File: src/rtl/i2c_slave_responder.sv
// rtl/i2c_slave_responder.sv - I2C target with pointer-addressed register file
module i2c_slave_responder #(
  parameter logic [6:0] SLAVE_ADDRESS = 7'h50,
  parameter int         DATA_LENGTH   = 8,
  parameter int         REG_DEPTH     = 16,
  parameter int         SYNC_STAGES   = 2
) (
  input  logic                         pclk,
  input  logic                         areset,
  input  logic                         scl_i,
  input  logic                         sda_i,
  output logic                         sda_oe,
  output logic                         busy,
  output logic                         wr_valid,
  output logic [$clog2(REG_DEPTH)-1:0] wr_addr,
  output logic [DATA_LENGTH-1:0]       wr_data,
  output logic                         start_det,
  output logic                         stop_det
);
  localparam int AW = $clog2(REG_DEPTH);

  typedef enum logic [3:0] {
    IDLE, ADDR, ADDR_ACK, PTR, PTR_ACK, WR, WR_ACK, RD, RD_ACK, IGNORE
  } state_t;

  state_t state, state_nxt;

  logic [SYNC_STAGES-1:0] scl_sync, sda_sync;
  logic                   scl_d, sda_d, scl_s, sda_s;
  logic                   scl_rise, scl_fall, start_ev, stop_ev;

  logic [DATA_LENGTH-1:0] shift_q, shift_nxt, byte_in, mem_rd;
  logic [3:0]             bit_cnt, bit_cnt_nxt;
  logic                   ack_rise, ack_rise_nxt, rw, rw_nxt, mem_we, last_bit, addr_hit;
  logic [AW-1:0]          ptr, ptr_nxt, wr_addr_nxt;
  logic [DATA_LENGTH-1:0] wr_data_nxt;
  logic                   sda_oe_nxt, busy_nxt, wr_valid_nxt;
  logic [DATA_LENGTH-1:0] mem [REG_DEPTH];

  // Lines idle high, so synchronizers reset to 1 to avoid phantom edges
  always_ff @(posedge pclk or posedge areset) begin
    if (areset) begin
      scl_sync <= '1;
      sda_sync <= '1;
      scl_d    <= 1'b1;
      sda_d    <= 1'b1;
    end else begin
      scl_sync <= {scl_sync[SYNC_STAGES-2:0], scl_i};
      sda_sync <= {sda_sync[SYNC_STAGES-2:0], sda_i};
      scl_d    <= scl_s;
      sda_d    <= sda_s;
    end
  end

  assign scl_s    = scl_sync[SYNC_STAGES-1];
  assign sda_s    = sda_sync[SYNC_STAGES-1];
  assign scl_rise = scl_s & ~scl_d;
  assign scl_fall = ~scl_s & scl_d;
  assign start_ev = scl_s & scl_d & sda_d & ~sda_s;
  assign stop_ev  = scl_s & scl_d & ~sda_d & sda_s;

  assign byte_in  = {shift_q[DATA_LENGTH-2:0], sda_s};
  assign last_bit = scl_rise && (bit_cnt == 4'(DATA_LENGTH - 1));
  assign addr_hit = (byte_in[DATA_LENGTH-1 -: 7] == SLAVE_ADDRESS);
  assign mem_rd   = mem[ptr];

  // State register
  always_ff @(posedge pclk or posedge areset) begin
    if (areset) state <= IDLE;
    else        state <= state_nxt;
  end

  // Next-state logic; bus conditions override bit-level progress
  always_comb begin
    state_nxt = state;
    if (start_ev) state_nxt = ADDR;
    else if (stop_ev) state_nxt = IDLE;
    else begin
      case (state)
        ADDR:     if (last_bit) state_nxt = addr_hit ? ADDR_ACK : IGNORE;
        ADDR_ACK: if (scl_fall && ack_rise) state_nxt = rw ? RD : PTR;
        PTR:      if (last_bit) state_nxt = PTR_ACK;
        PTR_ACK:  if (scl_fall && ack_rise) state_nxt = WR;
        WR:       if (last_bit) state_nxt = WR_ACK;
        WR_ACK:   if (scl_fall && ack_rise) state_nxt = WR;
        RD:       if (scl_fall && bit_cnt == 4'(DATA_LENGTH)) state_nxt = RD_ACK;
        RD_ACK: begin
          if (scl_rise && sda_s) state_nxt = IGNORE;
          else if (scl_fall && ack_rise) state_nxt = RD;
        end
        default: ;
      endcase
    end
  end

  // Output and datapath next values; ack_rise marks that the ACK clock went high
  always_comb begin
    shift_nxt    = shift_q;
    bit_cnt_nxt  = bit_cnt;
    ack_rise_nxt = ack_rise;
    rw_nxt       = rw;
    ptr_nxt      = ptr;
    sda_oe_nxt   = sda_oe;
    busy_nxt     = busy;
    wr_valid_nxt = 1'b0;
    wr_addr_nxt  = wr_addr;
    wr_data_nxt  = wr_data;
    mem_we       = 1'b0;
    if (start_ev) begin
      bit_cnt_nxt = '0;
      sda_oe_nxt  = 1'b0;
    end else if (stop_ev) begin
      sda_oe_nxt = 1'b0;
      busy_nxt   = 1'b0;
    end else begin
      case (state)
        ADDR, PTR, WR: begin
          if (scl_rise) begin
            shift_nxt   = byte_in;
            bit_cnt_nxt = bit_cnt + 4'd1;
          end
          if (last_bit) begin
            bit_cnt_nxt  = '0;
            ack_rise_nxt = 1'b0;
            if (state == ADDR) begin
              busy_nxt = addr_hit;
              rw_nxt   = byte_in[0];
            end else if (state == PTR) begin
              ptr_nxt = byte_in[AW-1:0];
            end else begin
              mem_we       = 1'b1;
              wr_valid_nxt = 1'b1;
              wr_addr_nxt  = ptr;
              wr_data_nxt  = byte_in;
              ptr_nxt      = ptr + AW'(1);
            end
          end
        end
        ADDR_ACK, PTR_ACK, WR_ACK: begin
          if (scl_rise) ack_rise_nxt = 1'b1;
          else if (scl_fall) begin
            if (!ack_rise) sda_oe_nxt = 1'b1;
            else if (state == ADDR_ACK && rw) begin
              sda_oe_nxt  = ~mem_rd[DATA_LENGTH-1];
              shift_nxt   = mem_rd << 1;
              bit_cnt_nxt = 4'd1;
            end else begin
              sda_oe_nxt  = 1'b0;
              bit_cnt_nxt = '0;
            end
          end
        end
        RD: begin
          if (scl_fall) begin
            if (bit_cnt == 4'(DATA_LENGTH)) begin
              sda_oe_nxt   = 1'b0;
              ack_rise_nxt = 1'b0;
            end else begin
              sda_oe_nxt  = ~shift_q[DATA_LENGTH-1];
              shift_nxt   = shift_q << 1;
              bit_cnt_nxt = bit_cnt + 4'd1;
            end
          end
        end
        RD_ACK: begin
          if (scl_rise) begin
            if (!sda_s) begin
              ptr_nxt      = ptr + AW'(1);
              ack_rise_nxt = 1'b1;
            end
          end else if (scl_fall && ack_rise) begin
            sda_oe_nxt  = ~mem_rd[DATA_LENGTH-1];
            shift_nxt   = mem_rd << 1;
            bit_cnt_nxt = 4'd1;
          end
        end
        default: ;
      endcase
    end
  end

  // Datapath and output registers; async reset drops SDA immediately
  always_ff @(posedge pclk or posedge areset) begin
    if (areset) begin
      shift_q   <= '0;
      bit_cnt   <= '0;
      ack_rise  <= 1'b0;
      rw        <= 1'b0;
      ptr       <= '0;
      sda_oe    <= 1'b0;
      busy      <= 1'b0;
      wr_valid  <= 1'b0;
      wr_addr   <= '0;
      wr_data   <= '0;
      start_det <= 1'b0;
      stop_det  <= 1'b0;
      for (int i = 0; i < REG_DEPTH; i++) mem[i] <= '0;
    end else begin
      shift_q   <= shift_nxt;
      bit_cnt   <= bit_cnt_nxt;
      ack_rise  <= ack_rise_nxt;
      rw        <= rw_nxt;
      ptr       <= ptr_nxt;
      sda_oe    <= sda_oe_nxt;
      busy      <= busy_nxt;
      wr_valid  <= wr_valid_nxt;
      wr_addr   <= wr_addr_nxt;
      wr_data   <= wr_data_nxt;
      start_det <= start_ev;
      stop_det  <= stop_ev;
      if (mem_we) mem[ptr] <= byte_in;
    end
  end
endmodule

File: config.mk
export PLATFORM = sky130hd
export DESIGN_NAME = i2c_slave_responder
export DESIGN_NICKNAME = d
export VERILOG_FILES = /design/src/rtl/i2c_slave_responder.sv
export SDC_FILE = /design/constraint.sdc
export NUM_CORES = 1
export LEC_CHECK = 0
export ABC_AREA = 1
export CAP_MARGIN = 25
export CORE_MARGIN = 2
export CORE_UTILIZATION = 55
export CTS_BUF_LIST = sky130_fd_sc_hd__clkbuf_4 sky130_fd_sc_hd__clkbuf_8 sky130_fd_sc_hd__clkbuf_16
export DETAILED_ROUTE_END_ITERATION = 6
export GPL_TIMING_DRIVEN = 0
export PLACE_DENSITY = 0.75
export REMOVE_ABC_BUFFERS = 1
export SLEW_MARGIN = 20
export SYNTH_ARGS = -nofsm -noshare
export SYNTH_HDL_FRONTEND = slang
export SYNTH_SLANG_ARGS = --single-unit
File: constraint.sdc
create_clock -name pclk -period 5 [get_ports pclk]
set_clock_uncertainty 0.05 [all_clocks]
set_input_delay 0.5 -clock pclk [delete_from_list [all_inputs] [get_ports pclk]]
set_output_delay 0.5 -clock pclk [all_outputs]
set_load 0.05 [all_outputs]
==> results of run 1 <==
-- stage by stage --
step                      utilization [%]  hold WS [ps]  cell area, sq um
after floorplan                         -           295              8360
after global placement               57.6           303              8820
after detailed placement             58.2           305              8920
after CTS                            62.3           314              9550
after global routing                 62.6           315              9580
final                                62.6           311              9580
-- how the worst max path moves through the flow --
stage / start / to / slack, ps / depth (start not counted)
global route: scl_sync[1]$_DFF_PP1_ / mem[31]$_DFFE_PP0P_ / 1840 / 9
finish: scl_sync[1]$_DFF_PP1_ / mem[31]$_DFFE_PP0P_ / 2210 / 9
CTS: ptr[1]$_DFFE_PP0P_ / mem[28]$_DFFE_PP0P_ / 1890 / 7
floorplan: areset / ack_rise$_DFFE_PP0P_ / -230 / 1
global placement: areset / mem[30]$_DFFE_PP0P_ / -2510 / 2
detailed placement: ptr[1]$_DFFE_PP0P_ / mem[28]$_DFFE_PP0P_ / 1870 / 7
-- power by group through the flow --
stage | Sequential (mW) | Combinational, mW | Clock (mW)
floorplan | 1.73 | 1.28 | 0
global placement | 1.77 | 1.79 | 0
detailed placement | 1.68 | 1.92 | 0
CTS | 1.65 | 1.93 | 1.42
global route | 1.67 | 2.22 | 1.48
finish | 1.65 | 1.97 | 1.41
-- layout by cell type (no fill, tap or decap), types with 2 or more instances in the layout --
| cell | Yosys | final |
|---|---|---|
| nand2_4 | 9 | 9 |
| nand3_1 | 39 | 39 |
| nor2_2 | 6 | 7 |
| nand2_1 | 314 | 314 |
| o21ai_1 | 65 | 65 |
| nor2_4 | 8 | 8 |
| nand2_2 | 7 | 7 |
| o21ai_2 | 33 | 33 |
| buf_16 | 0 | 2 |
| nor2_8 | 3 | 3 |
| nand4_1 | 3 | 3 |
| dfrtp_1 | 167 | 165 |
| bufinv_16 | 0 | 3 |
| clkbuf_16 | 0 | 17 |
| a21oi_1 | 6 | 6 |
| clkinvlp_4 | 0 | 2 |
| dfstp_2 | 6 | 6 |
| nor2_1 | 165 | 164 |
| buf_12 | 0 | 2 |
| buf_4 | 1 | 2 |
| inv_1 | 47 | 45 |
| clkinv_2 | 0 | 2 |
| clkbuf_8 | 0 | 4 |
| ha_1 | 6 | 6 |
| o21ai_0 | 123 | 123 |
| inv_2 | 9 | 9 |
| clkbuf_4 | 0 | 2 |
| xor2_1 | 3 | 3 |
| o211ai_1 | 2 | 2 |
| clkdlybuf4s50_1 | 0 | 20 |
| nor3_1 | 6 | 6 |
-- metal layers --
metal / part of all wire, % / global-route usage, %
met5: 0 / 0
met4: 1.9 / 8.60
met3: 5.1 / 4.83
met2: 45 / 39.4
met1: 48 / 36.7
-- logic make-up after synthesis --
logic type,Yosys count
buffers and inverters,113
adders and majority gates,6
xor gates and xnor gates,4
AOI/OAI and AO/OA,231
and+or+nand+nor,563
DFF,173
-- sequential cells by signal, indices dropped and copies added, names as in the netlist, 2 cells and up --
register  cells
scl_sync      2
ptr           4
mem         128
shift_q       8
wr_data       8
state         4
bit_cnt       4
sda_sync      2
wr_addr       4
-- critical path: cells and delay by family (launching register included) --
family	cells	cell delay (ps)
flip-flops	1	550
AND/OR/NAND/NOR	6	1660
AO/OA/AOI/OAI	2	310
buffers and inverters	1	40
-- final cells by class --
class                      count  area [sq um]
inverter                      57           224
tap                          211           264
sequential                   173          4340
timing repair buffer          26           310
clock buffer                  23           495
multi-input combinational    804          3810
clock inverter                 9           133
fill                        1363          5730
==> flow_summary.toml, run 1 <==
[run_status]
outcome = "finished clean"

[worst_hold_path]
hold_class = "reg -> reg"
whs_path_depth = 0
holdPathEnd = "scl_sync[1]$_DFF_PP1_"
hp-start = "scl_sync[0]$_DFF_PP1_"

[clocking]
clk_pin_slew_ps = 60
htreeDepth = 4
numCtsBuffers = 17
cts_hold_buf = 0
cts_resized = 0
clock_sinks = 173
insertion_delay_ps = 440
postCtsSetupRepairBufs = 0
cts-root-buf = "clkbuf_16"
cts_tree = "built"
cts_buffer_depth = 2

[sta]
setup_ws_ps = 2210
setup_viol = 0
finalHoldViolations = 0
fin_tns_setup_ps = 0
period_needed_ps = 2790
clock.fmax_ghz = 0.359
rsz0062_at_grt = "false"
slew_headroom_pct = 42.5
tightest_slew_ps = 862
fin_crit_sh_pct = 55.8
slew_viol_final = 0

[logic_synthesis]
synth_compound_area_share_pct = 14.9
synth_largest_area_cell = "dfrtp_1"
yosys.area_share.simple_pct = 27.8
yosysSeqAreaShare_pct = 50.0
synth_top_family_by_area = "simple AND/OR/NAND/NOR gates"
async_reset_ff_share_pct = 100
ys_ff_latch = 173
synth_area_leaders = "dfrtp_1 (48%), nand2_1 (14%), nor2_1 (7.1%)"
syn_area_sq_um = 8670
synth_edf_count = 0
yosysWarnings = 0
synth_top_area_share_pct = 48.2
synthTopCellsByCount = "nand2_1 (314), dfrtp_1 (167), nor2_1 (165)"
synth_xor_area_share_pct = 0.404
synth_ff_type = "dfrtp_1"
synth_most_common_cell = "nand2_1"
syn_avg_cell_area_sq_um = 7.96
synth_cells = 1090
synth.mux.area_fraction_pct = 0
synth_fa_ha_area_share_pct = 0.866
ys_types = 32

[power]
swShare_pct = 41.9
power.total_mw = 5.03
pwr-share-comb_pct = 39.1
p_int_mw = 2.92
ir_drop_v = 0.000295
seqPwrFrac_pct = 32.9
clockPowerShare_pct = 28.0
switching_power_mw = 2.11
p_leak_nw = 4.69
power_density_nw_per_um2 = 525

[floorplanning]
rows = 45
ioPinCount = 21
fp.dieH_um = 130
die_w_um = 130
core_area_sq_um = 15300
initial_utilization_pct = 56.6
die_area_sq_um = 16800

[worst_setup_path]
crit_path_start_kind = "register"
critPathSlowestCell = "dfstp_2"
cp.required_ps = 5220
cp-end-kind = "register"
ff2ff_path_depth = 9
cp_data_arrival_time_ps = 3010
rrSetupSlack_ps = 2210
path_class = "reg -> reg"
cp_slowest_stage_delay_ps = 550
path_max_fanout = 29
worst_r2r_endpoint = "mem[31]$_DFFE_PP0P_"
path_cells = "inv_2 > nor2_2 > nand4_1 > a21oi_1 > nand2_2 > nor2_2 > nand2_1 > nand2_1 > o21ai_0"
reg2reg_from = "scl_sync[1]$_DFF_PP1_"

[global_route]
track_usage_pct = 25.6
grt_pass1_wl_um = 33200
antenna_found_initial = 0
grt_max_degree = 89
first_global_vias = 6435
grt-ovfl-total = 0

[cells_and_area]
layout.nets = 1089
diodes = 0
layoutNonFillerInstCount = 1303
drive_gt1_share_pct = 11.5
syn_to_final_growth_pct = 10.5

[detailed_routing]
wire_per_inst_um = 15.3
num_vias = 6948
post-route-drc-count = 0
first_iter_violations = 667
via_per_inst = 5.33
antenna_left = 0
finalWirelength_um = 19900
firstDrtPassIters = 5

[placement]
gp_congestion = 0.916
pre_cts_ws_ps = 1870
dp.cells = 1269
portBuffers = 20
dp_hpwl_um = 12300

[job]
cap_violations = 0
Power figures use the tool's default switching activity.
==> inputs of run 2 (changes only) <==
==> constraint.sdc (replaced) <==
create_clock -name pclk -period 2.45 [get_ports pclk]
set_clock_uncertainty 0.05 [all_clocks]
set_input_delay 0.245 -clock pclk [delete_from_list [all_inputs] [get_ports pclk]]
set_output_delay 0.245 -clock pclk [all_outputs]
set_load 0.05 [all_outputs]
==> flow_summary.toml, run 2 (synthesized netlist as in run 1, its figures left out) <==
[global_route]
use_met1_pct = 36.6
grt-ovfl-total = 0
track_usage_pct = 25.6
grt_pass1_wl_um = 33300
use_met3_pct = 5.16
grt_max_degree = 89
use_met2_pct = 39.4
antenna_found_initial = 0
first_global_vias = 6450
grt-busiest-layer = "met2"

[clocking]
clock_sinks = 173
cts-root-buf = "clkbuf_16"
cts_buffer_depth = 2
cts_hold_buf = 0
numCtsBuffers = 17
insertion_delay_ps = 440
htreeDepth = 4
clk_pin_slew_ps = 60
cts_tree = "built"

[floorplanning]
core_area_sq_um = 15300
rows = 45
initial_utilization_pct = 56.6
ioPinCount = 21
die_w_um = 130
fp.dieH_um = 130
die_area_sq_um = 16800

[cells_and_area]
syn_to_final_growth_pct = 11.4
largest_reg_flops = 128
top_register = "mem"
final_common_cell = "nand2_1"
diodes = 0
layout.nets = 1091
drive_gt1_share_pct = 12.3
finalInstanceArea_sq_um = 9660
layout_common_cells = "nand2_1 (310), dfrtp_1 (165), nor2_1 (164)"
post-route-util_pct = 63.1
regArea_sq_um = 4340
multi_input_area_sq_um = 3890
nFillCells = 1355
top_regs = "mem (128), shift_q (8), wr_data (8)"

[sta]
slew_headroom_pct = 39.7
finalHoldViolations = 0
fin_crit_sh_pct = 94.0
fin_tns_setup_ps = 0
period_needed_ps = 2300
clock.fmax_ghz = 0.434
setup_ws_ps = 146
slew_viol_final = 0
rsz0062_at_grt = "true"
setup_viol = 0
tightest_slew_ps = 903

[worst_setup_path]
path_class = "reg -> reg"
cp-end-kind = "register"
crit_path_start_kind = "register"
path_max_fanout = 22
cp.required_ps = 2730
cp_data_arrival_time_ps = 2580

[job]
cap_violations = 0

[detailed_routing]
wire_per_inst_um = 15.4
num_vias = 7032
via_per_inst = 5.39
antenna_left = 0
post-route-drc-count = 0
firstDrtPassIters = 5
finalWirelength_um = 20100
first_iter_violations = 585

[placement]
dpl_cell_area_sq_um = 8920
gp_congestion = 0.916
portBuffers = 20
dp_hpwl_um = 12300
pre_cts_ws_ps = -680

[power]
ir_drop_v = 0.000608
power_density_nw_per_um2 = 1070
p_leak_nw = 4.74

[worst_hold_path]
hold_class = "in -> reg"

[run_status]
outcome = "finished clean"
==> run 2: cell count changes in the layout (fill, tap and decap cells not counted), sizes merged <==
cell | before | now
buf | 6 | 7
clkinv | 4 | 3
inv | 57 | 58
nand2 | 330 | 331
==> run 2: per-layer routing <==
| metal | vias up | part of all wire (%) |
|---|---|---|
| li1 | 3491 | - |
| met1 | 3334 | 48 |
| met2 | 179 | 45 |
| met3 | 28 | 5.2 |
| met4 | 0 | 1.9 |
| met5 | - | 0 |
==> run 2: through the flow <==
stage | power, mW | hold WS (ps) | instances
floorplan | 6.15 | 199 | 1034
global placement | 7.27 | 303 | 1265
detailed placement | 7.34 | 305 | 1269
CTS | 10.2 | 152 | 1301
global route | 11.0 | 155 | 1305
finish | 10.3 | 159 | 1305
==> run 2: worst paths after layout <==
kind | from | to | slack [ps] | cells after the start
worst min register to register | scl_sync[0]$_DFF_PP1_ | scl_sync[1]$_DFF_PP1_ | 310 | 0
worst min-delay path | scl_i | scl_sync[0]$_DFF_PP1_ | 160 | 1
worst max register to register | sda_sync[1]$_DFF_PP1_ | bit_cnt[3]$_DFFE_PP0P_ | 150 | 10
worst max-delay path | sda_sync[1]$_DFF_PP1_ | bit_cnt[3]$_DFFE_PP0P_ | 150 | 10
max in group asynchronous | areset | mem[22]$_DFFE_PP0P_ | 1290 | 3
min in group asynchronous | areset | mem[47]$_DFFE_PP0P_ | 240 | 2
==> run 2: final cells by class <==
class | count | share of cell area, %
flip-flops and latches | 173 | 44.9
multi-input cells | 805 | 40.2
clock buffers | 23 | 5.13
repair buffers | 27 | 3.21
well taps | 211 | 2.73
inverters | 57 | 2.37
clock inverters | 9 | 1.37
==> run 2: power by group <==
group	switching, mW	internal (mW)
Combinational	2.93	1.12
Sequential	0.298	3.09
Clock	1.13	1.74
Total	4.36	5.94
==> run 2: what timing repair did <==
action,CTS,global route
pin swaps,0,3
setup endpoints to repair,73,137
endpoints found under the hold margin,0,0
buffers inserted,0,2
cloned,0,1
gates resized for setup,2,16
==> run 2: worst max-delay path, stage by stage (launching register included) <==
cell and delay [ps]:
dfstp_2 390, inv_2 360, nand2_1 170, nor2_4 270
nor2_1 130, nand2_1 70, o21ai_1 70, nor3_2 350
nand2_1 180, nand2_1 90, nand2_1 50
==> inputs of run 3 (changes only) <==
--- a/config.mk
+++ b/config.mk
@@ -11,8 +11,7 @@
 export CORE_UTILIZATION = 55
 export CTS_BUF_LIST = sky130_fd_sc_hd__clkbuf_4 sky130_fd_sc_hd__clkbuf_8 sky130_fd_sc_hd__clkbuf_16
 export DETAILED_ROUTE_END_ITERATION = 6
-export GPL_TIMING_DRIVEN = 0
-export PLACE_DENSITY = 0.75
+export PLACE_DENSITY = 0.72
 export REMOVE_ABC_BUFFERS = 1
 export SLEW_MARGIN = 20
 export SYNTH_ARGS = -nofsm -noshare
==> constraint.sdc (replaced) <==
create_clock -name pclk -period 2.8 [get_ports pclk]
set_clock_uncertainty 0.05 [all_clocks]
set_input_delay 0.28 -clock pclk [delete_from_list [all_inputs] [get_ports pclk]]
set_output_delay 0.28 -clock pclk [all_outputs]
set_load 0.05 [all_outputs]
==> flow_summary.toml, run 3 (synthesized netlist as in run 1, its figures left out) <==
[cells_and_area]
drive_gt1_share_pct = 12.4
largest_reg_flops = 128
top_regs = "mem (128), shift_q (8), wr_data (8)"
post-route-util_pct = 62.9
top_register = "mem"
layoutNonFillerInstCount = 1317
nFillCells = 1387
regArea_sq_um = 4340
layout_common_cells = "nand2_1 (314), dfrtp_1 (166), nor2_1 (165)"
diodes = 0
multi_input_area_sq_um = 3810
layout.nets = 1103
final_common_cell = "nand2_1"
syn_to_final_growth_pct = 11.0

[worst_setup_path]
reg2reg_from = "scl_sync[1]$_DFF_PP1_"
worst_r2r_endpoint = "mem[125]$_DFFE_PP0P_"
ff2ff_path_depth = 9
critPathSlowestCell = "dfstp_2"
rrSetupSlack_ps = 510
crit_path_start_kind = "register"
cp.required_ps = 3030
cp_data_arrival_time_ps = 2510
path_class = "reg -> reg"
cp-end-kind = "register"
path_cells = "inv_2 > nor2_2 > nand4_1 > a21oi_1 > nand2_2 > nor2_2 > nand2_1 > nand2_1 > o21ai_0"
cp_slowest_stage_delay_ps = 560
path_max_fanout = 16

[sta]
clock.fmax_ghz = 0.437
setup_ws_ps = 512
slew_headroom_pct = 37.7
fin_crit_sh_pct = 81.7
slew_viol_final = 0
period_needed_ps = 2290
setup_viol = 0
holdWs_ps = 209
rsz0062_at_grt = "false"
finalHoldViolations = 0
tightest_slew_ps = 933

[clocking]
clock_sinks = 173
cts_hold_buf = 0
clk_pin_slew_ps = 70
cts_resized = 0
insertion_delay_ps = 430
cts_buffer_depth = 2
postCtsSetupRepairBufs = 0
cts_tree = "built"
numCtsBuffers = 17
cts-root-buf = "clkbuf_16"
htreeDepth = 4

[placement]
pre_cts_ws_ps = 538
dp.cells = 1285
portBuffers = 20
gp_congestion = 0.941
dp_hpwl_um = 13500

[global_route]
grt-ovfl-total = 0
grt_max_degree = 69
first_global_vias = 6695
track_usage_pct = 27.5
grt_pass1_wl_um = 35300
antenna_found_initial = 0

[detailed_routing]
first_iter_violations = 638
via_per_inst = 5.46
antenna_left = 0
firstDrtPassIters = 5
post-route-drc-count = 0
finalWirelength_um = 21500
wire_per_inst_um = 16.3
num_vias = 7191

[worst_hold_path]
holdPathEnd = "scl_sync[0]$_DFF_PP1_"
hp-start = "scl_i"
hold_class = "in -> reg"
whs_path_depth = 1

[power]
power.total_mw = 9.03
power_density_nw_per_um2 = 938
ir_drop_v = 0.000630
p_leak_nw = 4.74

[floorplanning]
ioPinCount = 21
rows = 45
fp.dieH_um = 130
die_area_sq_um = 16800
core_area_sq_um = 15300
die_w_um = 130
initial_utilization_pct = 56.6

[job]
cap_violations = 0

[run_status]
outcome = "finished clean"
-- run 3: report_power, final --
part	leakage [nW]	total (mW)	switching, mW	internal, mW
sequential	2.36	2.89	0.188	2.70
clock	0.303	2.39	0.953	1.44
combinational	2.08	3.75	2.69	1.06
total	4.74	9.03	3.83	5.20
-- run 3: stage by stage --
| step | setup TNS, ps | instance area, sq um |
|---|---|---|
| 2_1_floorplan | -412910 | 8360 |
| 3_3_place_gp | 0 | 9030 |
| 3_5_place_dp | 0 | 9030 |
| 4_1_cts | 0 | 9630 |
| 5_1_grt | 0 | 9630 |
| 6_report | 0 | 9630 |
-- run 3: layout make-up --
class	instances	area share (%)
Tap cell	211	2.74
Timing Repair Buffer	40	4.16
Sequential cell	173	45.1
Clock buffer	26	5.32
Multi-Input combinational cell	804	39.6
Inverter	57	2.27
Clock inverter	6	0.871
-- run 3: critical path, delay by kind of cell, from the launching register on --
family	cells	cell delay [ps]
AND/OR/NAND/NOR	6	1200
flip-flops	1	560
AO/OA/AOI/OAI	2	280
buffers and inverters	1	40
-- run 3: per-layer routing --
layer	global-route usage [%]	vias up	wire, um
met1	40.3	3412	10100
met2	40.2	244	9640
met4	9.23	0	346
met3	6.56	30	1440
li1	-	3505	-
met5	0	-	0
-- run 3: how the worst max path moves through the flow --
| stage | from | endpoint | slack (ps) | cells after the start |
|---|---|---|---|---|
| after floorplan | areset | ack_rise$_DFFE_PP0P_ | -2210 | 1 |
| after global placement | scl_sync[1]$_DFF_PP1_ | mem[5]$_DFFE_PP0P_ | 650 | 10 |
| after CTS | scl_sync[1]$_DFF_PP1_ | mem[125]$_DFFE_PP0P_ | 530 | 9 |
| after detailed placement | scl_sync[1]$_DFF_PP1_ | mem[125]$_DFFE_PP0P_ | 540 | 9 |
| after global routing | scl_sync[1]$_DFF_PP1_ | mem[125]$_DFFE_PP0P_ | 220 | 9 |
| final | scl_sync[1]$_DFF_PP1_ | mem[125]$_DFFE_PP0P_ | 510 | 9 |
